--- config.mk ---
export PLATFORM = sky130hd
export DESIGN_NAME = cy8_pipe_addsub
export DESIGN_NICKNAME = d
export VERILOG_FILES = /design/src/rtl/cy8_pipe_addsub.sv
export SDC_FILE = /design/constraint.sdc
export NUM_CORES = 1
export LEC_CHECK = 0
export BUFFER_PORTS_ARGS = -buffer_cell sky130_fd_sc_hd__buf_2
export CORE_ASPECT_RATIO = 2
export CORE_MARGIN = 2
export CORE_UTILIZATION = 49
export CTS_CLUSTER_DIAMETER = 150
export DETAILED_ROUTE_END_ITERATION = 16
export PLACE_DENSITY = 0.72
export SETUP_SLACK_MARGIN = 0.2
export SLEW_MARGIN = 10
export SYNTH_ARGS = -nofsm -noshare
export SYNTH_HDL_FRONTEND = slang
export SYNTH_SLANG_ARGS = --single-unit
--- constraint.sdc ---
create_clock -name CLK -period 2.85 [get_ports CLK]
set_input_delay 0.4275 -clock CLK [delete_from_list [all_inputs] [get_ports CLK]]
set_output_delay 0.4275 -clock CLK [all_outputs]
set_load 0.02 [all_outputs]
--- src/rtl/cy8_pipe_addsub.sv ---
// Pipelined WIDTH-bit adder/subtractor: one CARRY8-style 8-bit slice per stage, CO[7] registered between slices.
// Latency NSLICE cycles, one result per cycle; a stalled output freezes every stage (I_READY = O_READY | ~O_VALID).
module cy8_pipe_addsub #(
  parameter int WIDTH = 32
) (
  input  logic             CLK,
  input  logic             RST,
  input  logic             I_VALID,
  output logic             I_READY,
  input  logic             I_SUB,
  input  logic             I_CI,
  input  logic [WIDTH-1:0] I_A,
  input  logic [WIDTH-1:0] I_B,
  output logic             O_VALID,
  input  logic             O_READY,
  output logic [WIDTH-1:0] O_SUM,
  output logic             O_CO,
  output logic             O_OV
);

  localparam int NSLICE = WIDTH / 8;

  logic en;
  assign en      = O_READY | ~O_VALID;
  assign I_READY = en;

  // One CARRY8 slice in SINGLE_CY8 mode; returns {CO[7], O[7:0]}
  function automatic logic [8:0] carry8(input logic [7:0] di,
                                        input logic [7:0] s,
                                        input logic       ci);
    logic [7:0] o;
    logic       c;
    o = '0;
    c = ci;
    for (int i = 0; i < 8; i++) begin
      o[i] = s[i] ^ c;
      c    = s[i] ? c : di[i];
    end
    return {c, o};
  endfunction

  for (genvar k = 0; k < NSLICE; k++) begin : g_st
    localparam int RW = 8 * (k + 1);

    logic [7:0]    a_s;
    logic [7:0]    b_s;
    logic [7:0]    s;
    logic          sub_s;
    logic          ci_s;
    logic          vld_s;
    logic [8:0]    r;
    logic          vld_q;
    logic [RW-1:0] sum_q;
    logic [RW-1:0] sum_d;

    if (k == 0) begin : g_src
      assign a_s   = I_A[7:0];
      assign b_s   = I_B[7:0];
      assign sub_s = I_SUB;
      assign ci_s  = I_CI ^ I_SUB;
      assign vld_s = I_VALID;
      assign sum_d = r[7:0];
    end else begin : g_src
      assign a_s   = g_st[k-1].g_fwd.a_q[7:0];
      assign b_s   = g_st[k-1].g_fwd.b_q[7:0];
      assign sub_s = g_st[k-1].g_fwd.sub_q;
      assign ci_s  = g_st[k-1].g_fwd.cy_q;
      assign vld_s = g_st[k-1].vld_q;
      // finished low slices ride along so all slices leave the last stage together
      assign sum_d = {r[7:0], g_st[k-1].sum_q};
    end

    assign s = a_s ^ (sub_s ? ~b_s : b_s);
    assign r = carry8(a_s, s, ci_s);

    always_ff @(posedge CLK) begin
      if (RST) begin
        vld_q <= 1'b0;
        sum_q <= '0;
      end else if (en) begin
        vld_q <= vld_s;
        sum_q <= sum_d;
      end
    end

    if (k < NSLICE - 1) begin : g_fwd
      localparam int OW = WIDTH - RW;

      logic [OW-1:0] a_q;
      logic [OW-1:0] b_q;
      logic [OW-1:0] a_d;
      logic [OW-1:0] b_d;
      logic          sub_q;
      logic          cy_q;

      // operand slices not yet consumed; slice k+1 sits in the low byte
      if (k == 0) begin : g_op
        assign a_d = I_A[WIDTH-1:8];
        assign b_d = I_B[WIDTH-1:8];
      end else begin : g_op
        assign a_d = g_st[k-1].g_fwd.a_q[OW+7:8];
        assign b_d = g_st[k-1].g_fwd.b_q[OW+7:8];
      end

      always_ff @(posedge CLK) begin
        if (RST) begin
          a_q   <= '0;
          b_q   <= '0;
          sub_q <= 1'b0;
          cy_q  <= 1'b0;
        end else if (en) begin
          a_q   <= a_d;
          b_q   <= b_d;
          sub_q <= sub_s;
          cy_q  <= r[8];
        end
      end
    end else begin : g_last
      logic co6;
      logic co_q;
      logic ov_q;

      // CO[6] recovered from the MSB sum bit: O[7] = S[7] ^ CO[6]
      assign co6 = r[7] ^ s[7];

      always_ff @(posedge CLK) begin
        if (RST) begin
          co_q <= 1'b0;
          ov_q <= 1'b0;
        end else if (en) begin
          co_q <= r[8];
          ov_q <= co6 ^ r[8];
        end
      end
    end
  end

  assign O_VALID = g_st[NSLICE-1].vld_q;
  assign O_SUM   = g_st[NSLICE-1].sum_q;
  assign O_CO    = g_st[NSLICE-1].g_last.co_q;
  assign O_OV    = g_st[NSLICE-1].g_last.ov_q;

endmodule

Word level (Yosys, flattened, before mapping)
Index checks and enable logic that the tools add are counted.
{"block": "op_classes", "bitwise": 45, "n_mux": 36}
{"operator": "$xor A1 B1 Y1", "count": 35}
{"operator": "$mux W1", "count": 32}
{"operator": "$mux W8", "count": 4}
{"operator": "$not A8 Y8", "count": 4}
{"operator": "$xor A8 B8 Y8", "count": 4}
{"operator": "$not A1 Y1", "count": 1}
{"operator": "$or A1 B1 Y1", "count": 1}
{"block": "word_totals", "output_inout_bits": 36, "register_bits": 188}

Logic depth before layout (Yosys ltp)
Gate-level depths: netlist of run 1.
{"block": "depth", "ltp_word": 13, "ltp_mapped": 15, "ltp_nobuf": 14}

Least setup slack after synthesis of run 1
OpenSTA, ideal clock, no wires.
{"block": "synth_timing", "kind": "reg2reg", "startpoint": "register g_st[1].g_fwd.sub_q", "endpoint": "register g_st[2].sum_q[22]", "period_less_slack_ps": 2936, "setup_slack_ps": -86, "setup_ps": 86, "stages_incl_launch_ff": 15, "arrival_time_ps": 2850, "path_cell_list": "dfxtp_1 > clkbuf_1 > a211oi_1 > a31oi_1 > a21oi_1 > a211oi_1 > maj3_1 > maj3_1 > inv_1 > fa_1 > inv_1 > maj3_1 > o21ai_0 > xnor2_1 > a211oi_1"}
{"block": "synth_between", "elab_chain_len": 9}
{"item": "start: declaration", "line_no": "93", "text": "logic sub_q;"}
{"item": "start signal: assignment", "line_no": "114", "text": "sub_q <= sub_s;"}
{"item": "$mux W8 (*)", "line_no": "73", "text": "assign s = a_s ^ (sub_s ? ~b_s : b_s);"}
{"item": "$xor A8 B8 Y8 (*)", "line_no": "73"}
{"item": "$mux W1 (6 in a row)", "line_no": "37", "text": "c = s[i] ? c : di[i];"}
{"item": "$xor A1 B1 Y1 (*)", "line_no": "36", "text": "o[i] = s[i] ^ c;"}
{"item": "end signal: assignment", "line_no": "82", "text": "sum_q <= sum_d;"}
{"item": "end: declaration", "line_no": "53", "text": "logic [RW-1:0] sum_q;"}
Every way passes the cells marked *; elsewhere a longest branch is shown, timed or not.
A chain may end at the register's enable or synchronous reset.

Final worst setup path of run 1
{"block": "layout_timing", "startpoint": "register g_st[1].g_fwd.b_q[1]", "endpoint": "register g_st[2].sum_q[23]"}
{"block": "layout_between", "elab_chain_len": 10}
{"item": "start: declaration", "line_no": "90", "text": "logic [OW-1:0] b_q;"}
{"item": "start signal: assignment", "line_no": "108", "text": "b_q <= '0;"}
{"item": "start signal: assignment", "line_no": "113", "text": "b_q <= b_d;"}
{"item": "$not A8 Y8", "line_no": "73"}
{"item": "$mux W8 (*)", "line_no": "73"}
{"item": "$xor A8 B8 Y8 (*)", "line_no": "73"}
{"item": "$mux W1 (*) (6 in a row)", "line_no": "37"}
{"item": "$xor A1 B1 Y1 (*)", "line_no": "36"}
Marks and branches as above.

==> impl_metrics.ini, run 1 <==
[worst_setup_path]
crit_start = g_st[1].g_fwd.b_q[1]
r2r-start = g_st[1].g_fwd.b_q[1]
worst_ep_arrival_time_ps = 3020
reg2regPathDepth = 13
cp_max_fo = 5
worstSetupStartpointType = flip-flop
reg2reg_setup_slack_ps = 170
endpoint = g_st[2].sum_q[23]
end_kind = flip-flop
worst_ep_required_time_ps = 3190
critical_path_class = reg -> reg
worstReg2RegEnd = g_st[2].sum_q[23]

[clock_tree]
clock_latency_ps = 430
clk_pin_slew_ps = 70
ctsHoldBuffers = 0
cts_buffers = 17
cts_root_buf = clkbuf_16
htreeDepth = 4
cts_sinks = 188
cts_buffer_depth = 2
cts_tree = done

[route]
drt-initial-drc-count = 266
first_pass_iters = 4
vias_per_cell = 5.16
routed_wl_microns = 18700
drc = 0
antenna_left = 0
wire_per_inst_microns = 13.5
dr_total_vias = 7169

[power]
power.leakage_nw = 4.02
swShare = 0.256
intPower_mw = 4.46
power-per-cell-area_mw_per_mm2 = 595
clockPowerShare = 0.393
power_frac_seq = 0.484
combPwrFrac = 0.123
ir_drop_mv = 0.379
power.switching_mw = 1.53

[synth]
syn_area_sq_mm = 0.00835
synth_edf_count = 0
avgSynthCellArea_sq_um = 7.72
ys_warn_count = 0
yosys.area_share.simple = 0.205
synthAdderAreaFrac = 0.0355
ys_types = 48
synth-xor-area-share = 0.0818
synthCells = 1082
synth-main-ff-cell = dfxtp_1
yosysSeqAreaShare = 0.451
synth_top_family_by_area = simple AND/OR/NAND/NOR gates
synthMuxAreaShare = 0.00120
synth_compound_area_frac = 0.177
synth_nets = 1157
synthArstFlopShare = 0
synth_seq_cells = 188

[die]
start_util = 0.498
io_pins = 106
die_y_microns = 189
dieArea_sq_mm = 0.0182
coreArea_sq_mm = 0.0168
row_count = 67
die-width_microns = 96.3

[global_routing]
grt_max_degree = 92
grt_pass1_wl_microns = 30600
groute.usage.overall = 0.211
antenna_found_initial = 1
grt_overflow = 0
grt_pass1_vias = 6901

[final_layout]
final_nets = 1242
syn2layout_area_growth_pct = 20.7
final_util = 0.601
drive_gt1_frac = 0.212
stdcell_count = 1388

[placement]
dp.cells = 1343
place.gp.congestion = 0.762
dp_hpwl_microns = 12400
io_buffers = 105

[timing]
hold_violations = 0
slew_violations = 0
fin_tns_setup_ps = 0
period_needed_ps = 2680
skew_ps = 8.88
min_period_over_period = 0.941
max_freq_mhz = 373
rsz0062_at_grt = true
worst_pin_slew_ps = 710
relSlewSlack = 0.527
setup_viol = 0

[job]
maxCapViolCount = 0

[hold_path]
min_path_type = in -> reg

[outcome]
status = finished clean
==> per-layer routing <==
metal | wire (microns) | global-route usage | up-vias | share of wire
li1 | - | - | 3722 | -
met1 | 7330 | 0.220 | 3332 | 0.39
met2 | 10500 | 0.393 | 91 | 0.56
met3 | 443 | 0.0332 | 24 | 0.024
met4 | 501 | 0.0991 | 0 | 0.027
met5 | 0 | 0 | - | 0
==> final cells by class <==
type | count | area, sq um
multi-input combinational | 790 | 4440
tap | 207 | 259
clock inverter | 12 | 139
antenna | 1 | 2.50
timing repair buffer | 146 | 896
clock buffer | 20 | 447
fill | 1601 | 6690
sequential | 188 | 3800
inverter | 24 | 95.1
==> cells in the mapped netlist, types with 2 or more instances <==
cell type	count	area, sq um
or4_1	2	15.0
nand3_1	2	10.0
nor2_1	50	188
o21a_1	2	15.0
xnor2_1	54	473
o211ai_1	4	30.0
inv_1	24	90.1
and2_1	3	18.8
buf_2	2	10.0
a21oi_1	174	871
maj3_2	3	33.8
buf_1	3	11.3
nand2_1	326	1220
clkbuf_1	73	274
nor3_1	12	60.1
maj3_1	17	170
nand3b_1	2	15.0
dfxtp_1	188	3760
a211oi_1	32	240
o21ai_0	24	120
buf_6	2	22.5
a21o_1	4	30.0
a31oi_1	8	50.1
o21ai_1	2	10.0
fa_1	4	80.1
xor2_1	24	210
nor2b_1	7	43.8
o21bai_1	2	15.0
nand2b_1	13	81.3
==> power groups by stage <==
| stage | logic, mW | clock network (mW) | registers, mW |
|---|---|---|---|
| final | 0.738 | 2.35 | 2.90 |
| after global routing | 0.831 | 2.51 | 2.93 |
| after CTS | 0.705 | 2.41 | 2.90 |
| after detailed placement | 0.692 | 0 | 2.96 |
| after global placement | 0.675 | 0 | 2.96 |
| after floorplan | 0.489 | 0 | 2.96 |
==> layout by cell type (no fill, tap or decap), types with 3 or more instances in the layout <==
| cell | instances |
|---|---|
| nor2b_1 | 3 |
| a21o_1 | 3 |
| o211ai_1 | 4 |
| inv_2 | 3 |
| dfxtp_1 | 175 |
| a21oi_2 | 6 |
| buf_12 | 3 |
| nor2_1 | 48 |
| a211oi_1 | 27 |
| a21oi_1 | 168 |
| nand2_1 | 326 |
| nor2b_4 | 4 |
| inv_6 | 3 |
| nand2b_1 | 11 |
| fa_2 | 3 |
| buf_2 | 101 |
| o21ai_2 | 6 |
| and2_1 | 3 |
| clkinv_4 | 3 |
| a211oi_2 | 3 |
| nor3_1 | 11 |
| o21ai_1 | 3 |
| maj3_1 | 10 |
| buf_6 | 4 |
| a31oi_1 | 4 |
| maj3_2 | 10 |
| xor2_1 | 23 |
| buf_4 | 38 |
| inv_1 | 20 |
| o21ai_0 | 17 |
| clkbuf_16 | 17 |
| clkinvlp_4 | 4 |
| dfxtp_4 | 8 |
| dfxtp_2 | 5 |
| xnor2_1 | 54 |
==> cells by family after synthesis <==
| logic type | Yosys count |
|---|---|
| and+or+nand+nor | 423 |
| AOI/OAI and AO/OA | 263 |
| DFF | 188 |
| buffers and inverters | 104 |
| xor gates and xnor gates | 78 |
| adders and majority gates | 25 |
| muxes | 1 |
==> repair_timing <==
item                       CTS  global route
setup buffers                4             8
gates resized for setup     16            56
setup endpoints to repair    9            11
pin swaps                    9            32
gates cloned                 0             0
==> how the worst min path moves through the flow <==
| stage | start | to | slack (ps) | depth (start not counted) |
|---|---|---|---|---|
| 2_1_floorplan | g_st[0].g_fwd.a_q[4] | g_st[0].g_fwd.a_q[4] | 430 | 2 |
| 3_3_place_gp | O_SUM[20] | O_SUM[20] | 440 | 2 |
| 3_5_place_dp | O_SUM[13] | O_SUM[13] | 440 | 2 |
| 4_1_cts | I_A[24] | g_st[0].g_fwd.a_q[16] | 210 | 3 |
| 5_1_grt | I_B[9] | g_st[0].g_fwd.b_q[1] | 230 | 3 |
| 6_report | I_A[24] | g_st[0].g_fwd.a_q[16] | 230 | 3 |
==> worst max-delay path: stages (launching register included) <==
cell and delay (ps):
dfxtp_4 370, nand2b_4 150, a31oi_4 130, a21oi_2 50
a211oi_2 240, maj3_2 240, maj3_2 180, inv_2 40
fa_2 390, inv_2 100, o21ai_2 60, a211o_1 340
xnor2_1 130, a211oi_1 180
==> state kept, by name, summed over array words and instances (netlist names) <==
name / cells
O_SUM: 32
O_CO: 1
g_st.g_fwd.sub_q: 3
O_VALID: 1
g_st.g_fwd.cy_q: 3
g_st.g_fwd.a_q: 48
g_st.sum_q: 48
g_st.vld_q: 3
O_OV: 1
g_st.g_fwd.b_q: 48
==> through the flow <==
stage,hold WS [ps],total power [mW],instance area [sq um],setup slack (ps)
floorplan,432,3.45,8410,48.0
global placement,436,3.63,9140,-237
detailed placement,441,3.65,9140,-355
global route,231,6.27,10100,-15.7
finish,229,6.00,10100,167
CTS,215,6.01,9800,121
Power figures use the tool's default switching activity.
==> run 2, diff against run 1 <==
--- a/config.mk
+++ b/config.mk
@@ -11,7 +11,7 @@
 export CORE_UTILIZATION = 49
 export CTS_CLUSTER_DIAMETER = 150
 export DETAILED_ROUTE_END_ITERATION = 16
-export PLACE_DENSITY = 0.72
+export PLACE_DENSITY = 0.82
 export SETUP_SLACK_MARGIN = 0.2
 export SLEW_MARGIN = 10
 export SYNTH_ARGS = -nofsm -noshare
==> run 2 against run 1 <==
Net effect: global-route usage fell by 0.26 points; sequential cell count did not move; register-to-register slack barely moved; largest cell class unchanged; critical endpoint is now g_st[2].sum_q[22]; worst setup slack improved by 6.5 ps.
==> impl_metrics.ini, run 2 (synthesis results as in run 1) <==
[timing]
rsz0062_at_grt = true
hold_violations = 0
worst_pin_slew_ps = 850
min_period_over_period = 0.939
relSlewSlack = 0.434
setup_viol = 0
period_needed_ps = 2680
max_freq_mhz = 374
slew_violations = 0
finalWorstSetupSlack_ps = 174
skew_ps = 9.38
fin_tns_setup_ps = 0

[final_layout]
stdcell_count = 1395
final_util = 0.596
reg.largest.list = g_st.g_fwd.a_q (48), g_st.g_fwd.b_q (48), g_st.sum_q (48)
layout_commonest_cell = nand2_1
final_nets = 1250
n_antenna_cell = 0
drive_gt1_frac = 0.210
final_cell_mix = nand2_1 (326), dfxtp_1 (175), a21oi_1 (170)
syn2layout_area_growth_pct = 19.8
fillers = 1494

[placement]
dp.cells = 1341
place.gp.congestion = 0.838
dp_hpwl_microns = 12200
io_buffers = 105
dpl_worst_slack_ps = -184

[die]
dieArea_sq_mm = 0.0182
start_util = 0.498
row_count = 67
die-width_microns = 96.3
io_pins = 106
coreArea_sq_mm = 0.0168
die_y_microns = 189

[clock_tree]
cts_sinks = 188
cts_tree = done
htreeDepth = 4
clk_pin_slew_ps = 70
cts_buffer_depth = 2
cts_buffers = 17
clock_latency_ps = 430
cts_root_buf = clkbuf_16
ctsHoldBuffers = 0

[global_routing]
grt_overflow = 0
grt_max_degree = 98
grt_pass1_vias = 6764
antenna_found_initial = 0
groute.usage.overall = 0.208
grt_pass1_wl_microns = 30600

[worst_setup_path]
critical_path_class = reg -> reg
worstSetupStartpointType = flip-flop
worst_ep_arrival_time_ps = 2970
cp_max_fo = 5
worst_ep_required_time_ps = 3140
end_kind = flip-flop

[route]
dr_total_vias = 7316
vias_per_cell = 5.24
wire_per_inst_microns = 13.3
antenna_left = 0
drt-initial-drc-count = 387
routed_wl_microns = 18500
drc = 0
first_pass_iters = 4

[power]
ir_drop_mv = 0.371
power.leakage_nw = 4.04
power-per-cell-area_mw_per_mm2 = 581

[outcome]
status = finished clean

[hold_path]
min_path_type = in -> reg

[job]
maxCapViolCount = 0
run 2: cell types whose count changed in the layout (fill, tap and decap cells not counted), sizes merged:
cell | before | now
buf | 146 | 154
bufinv | 2 | 0
clkbuf | 20 | 22
clkinv | 4 | 6
inv | 26 | 24
diode | 1 | 0
run 2: routing by layer:
layer  global-route usage  vias to the layer above  wire length, microns
met4               0.0796                        0                   517
met3               0.0316                       39                   559
met5                    0                        -                     0
li1                     -                     3753                     -
met1                0.240                     3387                  7350
met2                0.374                      137                 10100
run 2: where the power goes:
part / total (mW) / leakage [nW] / switching, mW / internal, mW
Combinational: 0.744 / 2.23 / 0.394 / 0.350
Clock: 2.16 / 0.258 / 0.976 / 1.18
Sequential: 2.91 / 1.55 / 0.113 / 2.79
Total: 5.81 / 4.04 / 1.48 / 4.32
run 2: worst paths after layout:
path,cells past startpoint,slack (ps),to,start
setup / recovery,13,170,g_st[2].sum_q[22],g_st[1].g_fwd.sub_q
hold reg to reg,2,450,O_SUM[5],O_SUM[5]
hold / removal,3,230,g_st[0].g_fwd.b_q[1],I_B[9]
setup reg to reg,13,170,g_st[2].sum_q[22],g_st[1].g_fwd.sub_q
run 2: timing repair:
| action | CTS | global route |
|---|---|---|
| pin swaps | 12 | 21 |
| resized for setup | 27 | 34 |
| setup endpoints to repair | 8 | 13 |
| setup buffers | 16 | 6 |
run 2: layout make-up:
class,instances,area (sq um),share of cell area
sequential,188,3790,0.379
clock inverter,10,67.6,0.00676
tap,207,259,0.0259
clock buffer,22,474,0.0474
inverter,24,95.1,0.00951
timing repair buffer,154,918,0.0918
multi-input combinational,790,4390,0.439
run 2: stage by stage:
step	cell area [sq um]	hold WS, ps	total power [mW]
global placement	9090	436	3.63
global route	10000	230	6.05
floorplan	8410	432	3.45
detailed placement	9090	441	3.65
CTS	9820	214	5.82
finish	10000	231	5.81
run 2: critical path: stages, from the launching register on:
cell and delay, ps:
dfxtp_4 360, a211oi_2 200, a31oi_1 70, a21oi_1 160
a211oi_2 80, maj3_2 330, maj3_2 300, inv_2 60
fa_2 200, inv_2 60, maj3_1 360, o21ai_2 140
xnor2_1 140, a211oi_1 90
==> run 3, diff against run 2 <==
--- a/config.mk
+++ b/config.mk
@@ -5,13 +5,15 @@
 export SDC_FILE = /design/constraint.sdc
 export NUM_CORES = 1
 export LEC_CHECK = 0
+export ABC_AREA = 1
 export BUFFER_PORTS_ARGS = -buffer_cell sky130_fd_sc_hd__buf_2
 export CORE_ASPECT_RATIO = 2
 export CORE_MARGIN = 2
 export CORE_UTILIZATION = 49
+export CTS_BUF_LIST = sky130_fd_sc_hd__clkbuf_4 sky130_fd_sc_hd__clkbuf_8 sky130_fd_sc_hd__clkbuf_16
 export CTS_CLUSTER_DIAMETER = 150
 export DETAILED_ROUTE_END_ITERATION = 16
-export PLACE_DENSITY = 0.82
+export PLACE_DENSITY = 0.7
 export SETUP_SLACK_MARGIN = 0.2
 export SLEW_MARGIN = 10
 export SYNTH_ARGS = -nofsm -noshare
==> run 3 against run 2 <==
Net effect: wire length fell by 15%; sequential power rose by 2%; clock-buffer cell count fell by 5; synthesized cell count fell by 5.3%; first-iteration DRC count fell by 26%; worst setup slack improved by 210 ps; final area fell by 8.3%; non-clock buffer count fell by 34; critical path type unchanged.
==> impl_metrics.ini, run 3 <==
[final_layout]
drive_gt1_frac = 0.177
multiInputGateArea_sq_mm = 0.00352
layout_commonest_cell = nor2_1
reg.largest.list = g_st.g_fwd.a_q (48), g_st.g_fwd.b_q (48), g_st.sum_q (48)
final_cell_mix = nor2_1 (268), dfxtp_1 (186), o21ai_0 (164)
fillers = 1501
final_nets = 1175
regArea_sq_mm = 0.00377
syn2layout_area_growth_pct = 17.1

[power]
fin_total_pwr_mw = 6.20
clockPowerShare = 0.386
power_frac_seq = 0.479
combPwrFrac = 0.135
power-per-cell-area_mw_per_mm2 = 676
swShare = 0.270
power.leakage_nw = 4.71
ir_drop_mv = 0.532
intPower_mw = 4.53
power.switching_mw = 1.68

[synth]
synthAdderAreaFrac = 0.0118
synthMuxAreaShare = 0
synth_nets = 1100
synth_seq_cells = 188
synthArstFlopShare = 0
ys_types = 32
yosysSeqAreaShare = 0.481
avgSynthCellArea_sq_um = 7.64
yosys-top-cells-area = dfxtp_1 (48%), nor2_1 (13%), o21ai_0 (11%)
ys_warn_count = 0
synth-main-ff-cell = dfxtp_1
yosys.area.top_type = dfxtp_1
synth_edf_count = 0
synth_top_area_share = 0.481
synth_top_family_by_area = simple AND/OR/NAND/NOR gates
syn_area_sq_mm = 0.00783
yosysMostFrequentCell = nor2_1
synth_common_cells = nor2_1 (269), dfxtp_1 (188), o21ai_0 (166)
synthCells = 1025
synth_compound_area_frac = 0.163
yosys.area_share.simple = 0.194
synth-xor-area-share = 0.0693

[timing]
hold_violations = 0
setup_viol = 0
slew_violations = 0
fin_tns_setup_ps = 0
skew_ps = 10.8
relSlewSlack = 0.543
worst_pin_slew_ps = 685
period_needed_ps = 2470
max_freq_mhz = 406
rsz0062_at_grt = true
min_period_over_period = 0.865

[clock_tree]
cts_tree = done
cts_root_buf = clkbuf_16
ctsHoldBuffers = 0
htreeDepth = 4
clk_pin_slew_ps = 70
clock_latency_ps = 430
cts_buffers = 17
cts_buffer_depth = 2
cts_sinks = 188

[route]
routed_wl_microns = 15800
antenna_left = 0
first_pass_iters = 5
dr_total_vias = 6414
drt-initial-drc-count = 285
wire_per_inst_microns = 12.0
drc = 0
vias_per_cell = 4.88

[global_routing]
grt_max_degree = 187
groute.usage.overall = 0.190
grt_pass1_wl_microns = 26300
antenna_found_initial = 1
grt_pass1_vias = 5834
grt_overflow = 0

[worst_setup_path]
end_kind = flip-flop
worstSetupStartpointType = flip-flop
critical_path_class = reg -> reg
worst_ep_arrival_time_ps = 2840
worst_ep_required_time_ps = 3220
cp_max_fo = 6

[job]
maxCapViolCount = 0

[die]
io_pins = 106
coreArea_sq_mm = 0.0157
die_y_microns = 183
die-width_microns = 93.4
dieArea_sq_mm = 0.0171
row_count = 65
start_util = 0.499

[hold_path]
min_path_type = in -> reg

[placement]
place.gp.congestion = 0.775
dp_hpwl_microns = 10400
io_buffers = 105

[outcome]
status = finished clean
[run 3: cell count changes in the layout (fill, tap and decap cells not counted), moves of 35 or more]
| cell | previous run | this run |
|---|---|---|
| a21oi_1 | 170 | 31 |
| nor2_1 | 50 | 268 |
| buf_4 | 44 | 9 |
| nand2_1 | 326 | 78 |
| o21ai_0 | 15 | 164 |
| inv_1 | 20 | 80 |
[run 3: path summary, 6_finish.rpt]
| path | from | to | slack [ps] | depth (start not counted) |
|---|---|---|---|---|
| hold / removal | RST | O_OV | 210 | 2 |
| setup reg to reg | g_st[2].g_fwd.sub_q | O_SUM[31] | 380 | 21 |
| setup / recovery | g_st[2].g_fwd.sub_q | O_SUM[31] | 380 | 21 |
| hold reg to reg | O_OV | O_OV | 470 | 2 |
[run 3: cell type report]
type | instances | area share
diodes | 1 | 0.000273
clock buffers | 17 | 0.0464
clock inverters | 15 | 0.0191
inverters | 86 | 0.0360
multi-input cells | 687 | 0.384
flip-flops and latches | 188 | 0.411
well taps | 201 | 0.0274
repair buffers | 120 | 0.0758
[run 3: cell families (layout without fill, tap and decap cells)]
logic type | after synthesis | count (layout)
AO/OA/AOI/OAI | 235 | 235
flip-flops | 188 | 188
other | 0 | 1
AND/OR/NAND/NOR | 385 | 385
adder cells (fa/ha/maj) | 5 | 5
XOR/XNOR | 62 | 62
buffers and inverters | 150 | 238
[run 3: timing repair]
item,4_1_cts,5_1_grt
resized for setup,1,24
setup buffers,0,4
pin swaps,0,14
setup endpoints to repair,1,7
[run 3: critical path, stage by stage, from the launching register on]
cell	delay (ps)
dfxtp_4	370
inv_2	70
nand2_1	60
nand3b_1	180
nand3_2	110
nand2_2	80
nand2_2	60
nand2_2	70
nand2_2	60
nand2_2	80
nand2_2	50
nand2_1	80
nand2_2	70
nand2_2	70
nand2_2	60
nand2_1	70
nand2_2	70
nand2_2	70
inv_1	60
fa_1	530
o21ai_1	50
nor2_1	100
[run 3: per-stage QoR]
step	setup WS, ps	std cells	utilization	cell area, sq um	hold slack, ps
2_1_floorplan	242	1025	-	7840	430
3_3_place_gp	107	1278	0.539	8450	455
3_5_place_dp	33.1	1278	0.539	8450	463
4_1_cts	226	1310	0.577	9060	200
5_1_grt	122	1315	0.584	9170	207
6_report	385	1315	0.584	9170	212
[run 3: layer usage]
layer | up-vias | GRT usage | wire length, microns | share of wire
met2 | 106 | 0.334 | 8220 | 0.52
met4 | 0 | 0.0835 | 385 | 0.024
met3 | 22 | 0.0308 | 469 | 0.030
met5 | - | 0 | 0 | 0
met1 | 2881 | 0.225 | 6710 | 0.43
li1 | 3405 | - | - | -
[run 3: power groups by stage]
stage	Clock [mW]	Combinational (mW)	Sequential (mW)
2_1_floorplan	0	0.555	3.05
5_1_grt	2.54	0.961	3.00
4_1_cts	2.45	0.813	2.97
3_3_place_gp	0	0.788	3.02
3_5_place_dp	0	0.809	3.03
6_report	2.39	0.839	2.97
